<file path="src/rtl/bit_serial_sub.sv">
// bit_serial_sub: bit-serial subtractor computing a - b - bin over WIDTH bits.
// One full-subtractor cell is reused for WIDTH cycles, consuming operand bits
// LSB first and shifting result bits in from the MSB end. diff/bout are
// published only when the last bit completes and hold until the next result.
module bit_serial_sub #(
    parameter int unsigned WIDTH = 8
) (
    input  logic             clk,
    input  logic             rst,
    input  logic             start,
    input  logic [WIDTH-1:0] a,
    input  logic [WIDTH-1:0] b,
    input  logic             bin,
    output logic             busy,
    output logic             done,
    output logic [WIDTH-1:0] diff,
    output logic             bout
);

    localparam int unsigned CW = (WIDTH > 1) ? $clog2(WIDTH) : 1;
    localparam logic [CW-1:0] CNT_LAST = CW'(WIDTH - 1);

    typedef enum logic [1:0] {
        S_IDLE,
        S_RUN,
        S_DONE
    } state_t;

    state_t           state_q;
    logic [WIDTH-1:0] a_q;
    logic [WIDTH-1:0] b_q;
    logic [WIDTH-1:0] res_q;
    logic             br_q;
    logic [CW-1:0]    cnt_q;
    logic             busy_q;
    logic             done_q;
    logic [WIDTH-1:0] diff_q;
    logic             bout_q;

    logic             d_d;
    logic             nbr_d;
    logic [WIDTH-1:0] res_d;
    logic             last_d;

    // Full-subtractor cell on the current LSBs plus the next result word.
    always_comb begin
        d_d    = a_q[0] ^ b_q[0] ^ br_q;
        nbr_d  = (~a_q[0] & b_q[0]) | (~(a_q[0] ^ b_q[0]) & br_q);
        res_d  = {d_d, res_q[WIDTH-1:1]};
        last_d = (cnt_q == CNT_LAST);
    end

    // Control FSM with datapath shift registers and registered outputs.
    always_ff @(posedge clk) begin
        if (rst) begin
            state_q <= S_IDLE;
            a_q     <= '0;
            b_q     <= '0;
            res_q   <= '0;
            br_q    <= 1'b0;
            cnt_q   <= '0;
            busy_q  <= 1'b0;
            done_q  <= 1'b0;
            diff_q  <= '0;
            bout_q  <= 1'b0;
        end else begin
            case (state_q)
                S_IDLE: begin
                    done_q <= 1'b0;
                    if (start) begin
                        a_q     <= a;
                        b_q     <= b;
                        br_q    <= bin;
                        res_q   <= '0;
                        cnt_q   <= '0;
                        busy_q  <= 1'b1;
                        state_q <= S_RUN;
                    end
                end
                S_RUN: begin
                    a_q   <= a_q >> 1;
                    b_q   <= b_q >> 1;
                    br_q  <= nbr_d;
                    res_q <= res_d;
                    if (last_d) begin
                        cnt_q   <= '0;
                        diff_q  <= res_d;
                        bout_q  <= nbr_d;
                        done_q  <= 1'b1;
                        state_q <= S_DONE;
                    end else begin
                        cnt_q <= cnt_q + 1'b1;
                    end
                end
                S_DONE: begin
                    done_q  <= 1'b0;
                    busy_q  <= 1'b0;
                    state_q <= S_IDLE;
                end
                default: begin
                    done_q  <= 1'b0;
                    busy_q  <= 1'b0;
                    state_q <= S_IDLE;
                end
            endcase
        end
    end

    assign busy = busy_q;
    assign done = done_q;
    assign diff = diff_q;
    assign bout = bout_q;

endmodule

</file>
<file path="config.mk">
export PLATFORM = sky130hd
export DESIGN_NAME = bit_serial_sub
export DESIGN_NICKNAME = d
export VERILOG_FILES = /design/src/rtl/bit_serial_sub.sv
export SDC_FILE = /design/constraint.sdc
export NUM_CORES = 1
export LEC_CHECK = 0
export BUFFER_PORTS_ARGS = -buffer_cell sky130_fd_sc_hd__buf_2
export CAP_MARGIN = 20
export CORE_MARGIN = 3
export CORE_UTILIZATION = 29
export CTS_CLUSTER_DIAMETER = 50
export DETAILED_ROUTE_END_ITERATION = 16
export HOLD_SLACK_MARGIN = 0.05
export SYNTH_ARGS = -nofsm -noshare
export SYNTH_HDL_FRONTEND = slang
export SYNTH_SLANG_ARGS = --single-unit
</file>
<file path="constraint.sdc">
create_clock -name clk -period 1.94 [get_ports clk]
set_input_delay 0.388 -clock clk [delete_from_list [all_inputs] [get_ports clk]]
set_output_delay 0.388 -clock clk [all_outputs]
set_load 0.01 [all_outputs]
</file>
==> metrics.yaml <==
status: "completed"
cp_data_required_time_ns: 2.17
critPathCaptureType: "flop"
cts.sinks: 40
htreeDepth: 2
worstSetupPathType: "reg2reg"
power_frac_seq_pct: 50.1
worstHoldPathCells: 3
path_delay_family: "compound AO/OA/AOI/OAI gates"
grt_overflow: 0
drt_wl_total_um: 3250
ys_ff_latch: 40
tns_ns: 0
routedWlPerCell_um: 12.2
rsz0062_at_grt: "false"
finalMaxSlewViolations: 0
portBuffers: 30
p_sw_share_pct: 23.1
power_frac_comb_pct: 8.4
clock_power_share_pct: 41.5
worstSetupStartpointType: "flop"
post_cts_buffers: 0
syn_area_um2: 1590
drive_gt1_share_pct: 23.6
hold_buffers: 0
clk_pin_slew_worst_paths_ns: 0.08
dieArea_um2: 6390
ir_worst_vdd_uv: 286
synth_area_per_cell_um2: 9.73
yosys.cell_types.count: 27
cap_violations: 0
grt_max_degree: 33
drtPass1Iterations: 5
period_needed_ns: 1.52
skew_ns: 0.00978
synth_seq_area_share_pct: 50.5
fillers: 565
num_antenna_cells: 0
nets: 218
multi_input_area_um2: 697
die_w_um: 79.9
insertion_delay_ns: 0.29
cts_resized: 0
critPathSlowestCell: "o21ba_1"
whs_endpoint: "br_q$_SDFFE_PP0P_"
fmax_mhz: 656
cp_data_arrival_time_ns: 1.76
finalCritPeriodShare_pct: 78.6
synthToLayoutAreaGrowth_pct: 21.4
vias_per_cell: 4.63
finalSetupViolations: 0
worstMarginPinSlew_ns: 0.887
yosys_warnings: 0
place_ws_ns: 0.231
cts_buffers: 5
grt_pass1_vias: 1151
ant_nets: 0
chipHeight_um: 79.9
hp-class: "in2reg"
ios: 31
power.leakage_uw: 0.000891
netSwitchingPower_uw: 400
root_buffer: "clkbuf_8"
drc: 0
core_um2: 5200
path_cells: "nor2_1 -> o21ba_1 -> a22o_1"
rows: 26
antenna_found_initial: 0
synth_cells: 163
slowest_delay_ns: 0.73
p_int_uw: 1340
r2r_start: "state_q[0]$_SDFFE_PP0P_"
dr_total_vias: 1226
r2r_cells: 3
hold_start: "bin"
hold_violations: 0
crit_fanout: 24
routabilityCongestion: 0.752
syn_nets: 187
clockBufferDepth: 2
crit_path_start: "state_q[0]$_SDFFE_PP0P_"
grt_use_total_pct: 11.3
drt_iter0_markers: 56
powerDensity_nw_per_um2: 903
r2r_end: "b_q[4]$_SDFFE_PP0P_"
rrSetupSlack_ns: 0.42
slew-limit-headroom_pct: 40.9
cts_tree: "yes"
floorplan.initialDensity_pct: 30.5
grt_pass1_wl_um: 5640
final-seq-area_um2: 801
fin_ws_ns: 0.416
post-dp-hpwl_um: 2240
path_buf_inv: 0
==> metrics by stage <==
step                      util (%)  std cells  instance area [um^2]  hold slack (ns)  power [uW]
after detailed placement      34.6        257                  1800            0.447        1040
after global routing          37.0        265                  1920            0.391        1820
final                         37.0        265                  1920            0.382        1740
after global placement        34.6        257                  1800            0.446        1030
after floorplan                  -        163                  1590            0.432         987
after CTS                     37.0        265                  1920            0.375        1760
==> sequential cells by signal, indices dropped and copies added, names as in the netlist, 2 cells and up <==
register  count
state_q       2
cnt_q         3
diff          8
res_q         7
b_q           8
a_q           8
==> cell type report <==
type / count / share of cell area, %
flip-flops and latches: 40 / 41.6
multi-input cells: 106 / 36.2
repair buffers: 37 / 10.5
well taps: 70 / 4.55
clock buffers: 6 / 4.29
clock inverters: 2 / 2.02
inverters: 4 / 0.780
==> worst max path at each step <==
| stage | to | cells past startpoint | slack (ns) |
|---|---|---|---|
| 2_1_floorplan | bout$_SDFFE_PP0P_ | 6 | 0.58 |
| 3_3_place_gp | a_q[6]$_SDFFE_PP0P_ | 4 | 0.27 |
| 3_5_place_dp | a_q[3]$_SDFFE_PP0P_ | 4 | 0.23 |
| 4_1_cts | b_q[4]$_SDFFE_PP0P_ | 3 | 0.38 |
| 5_1_grt | b_q[4]$_SDFFE_PP0P_ | 3 | 0.22 |
| 6_report | b_q[4]$_SDFFE_PP0P_ | 3 | 0.42 |
==> worst reg2reg max path: cells and delay by family (launching register included) <==
family	cells	cell delay [ns]
AND/OR/NAND/NOR	1	0.14
flip-flops	1	0.33
AO/OA/AOI/OAI	2	1.00
==> cell usage in the layout (no fill, tap or decap) <==
cell type and n:
a21oi_1 4, a22o_1 20, a22oi_1 4, buf_2 30, buf_4 7, bufinv_16 1, clkbuf_8 6, clkinv_4 1
dfxtp_1 40, fa_1 1, ha_1 3, inv_1 4, mux2i_1 9, nand2_1 22, nand2b_1 1, nand3b_1 1
nand4bb_1 2, nor2_1 14, nor2_2 1, nor2b_1 1, nor3_1 1, o21a_1 1, o21ai_0 3, o21ai_1 11
o21ba_1 1, o2bb2ai_1 4, or2_1 1, or3_1 1
==> synth_stat cells (all sizes together) <==
library cell	count	area (um^2)
a21oi	4	20.0
o21ba	1	10.0
inv	4	15.0
o2bb2ai	4	35.0
nor2b	1	6.26
nor2	15	58.8
nand2b	1	6.26
a22o	20	175
or3	1	6.26
dfxtp	40	801
buf	10	61.3
fa	1	20.0
or2	1	6.26
o21ai	14	70.1
nand3b	1	7.51
nand4bb	2	22.5
o21a	1	7.51
a22oi	4	30.0
nor3	1	5.00
nand2	22	82.6
ha	3	37.5
mux2i	9	90.1
clkbuf	3	11.3
==> power groups by stage <==
stage          clock [uW]  sequential, uW  combinational (uW)
3_5_place_dp            0             888                 148
5_1_grt               775             875                 167
6_report              721             870                 146
4_1_cts               738             870                 149
2_1_floorplan           0             885                 102
3_3_place_gp            0             888                 145
==> kinds of logic (layout without fill, tap and decap cells) <==
| logic type | count (synthesis) | count (layout) | synth area share (%) |
|---|---|---|---|
| simple gates | 45 | 45 | 12.7 |
| fa+ha+maj | 4 | 4 | 3.63 |
| mux | 9 | 9 | 5.68 |
| flops | 40 | 40 | 50.5 |
| buf+inv | 17 | 49 | 5.52 |
| compound gates | 48 | 48 | 21.9 |
==> layer usage <==
layer / part of all wire, % / vias to the layer above / routed length [um] / track usage (%)
met3: 5.6 / 7 / 182 / 3.16
met1: 51 / 555 / 1670 / 16.4
met4: 1.4 / 0 / 45 / 4.05
li1: - / 632 / - / -
met5: 0 / - / 0 / 0
met2: 42 / 32 / 1350 / 15.7
No activity file was read; power rests on OpenSTA's default activity.
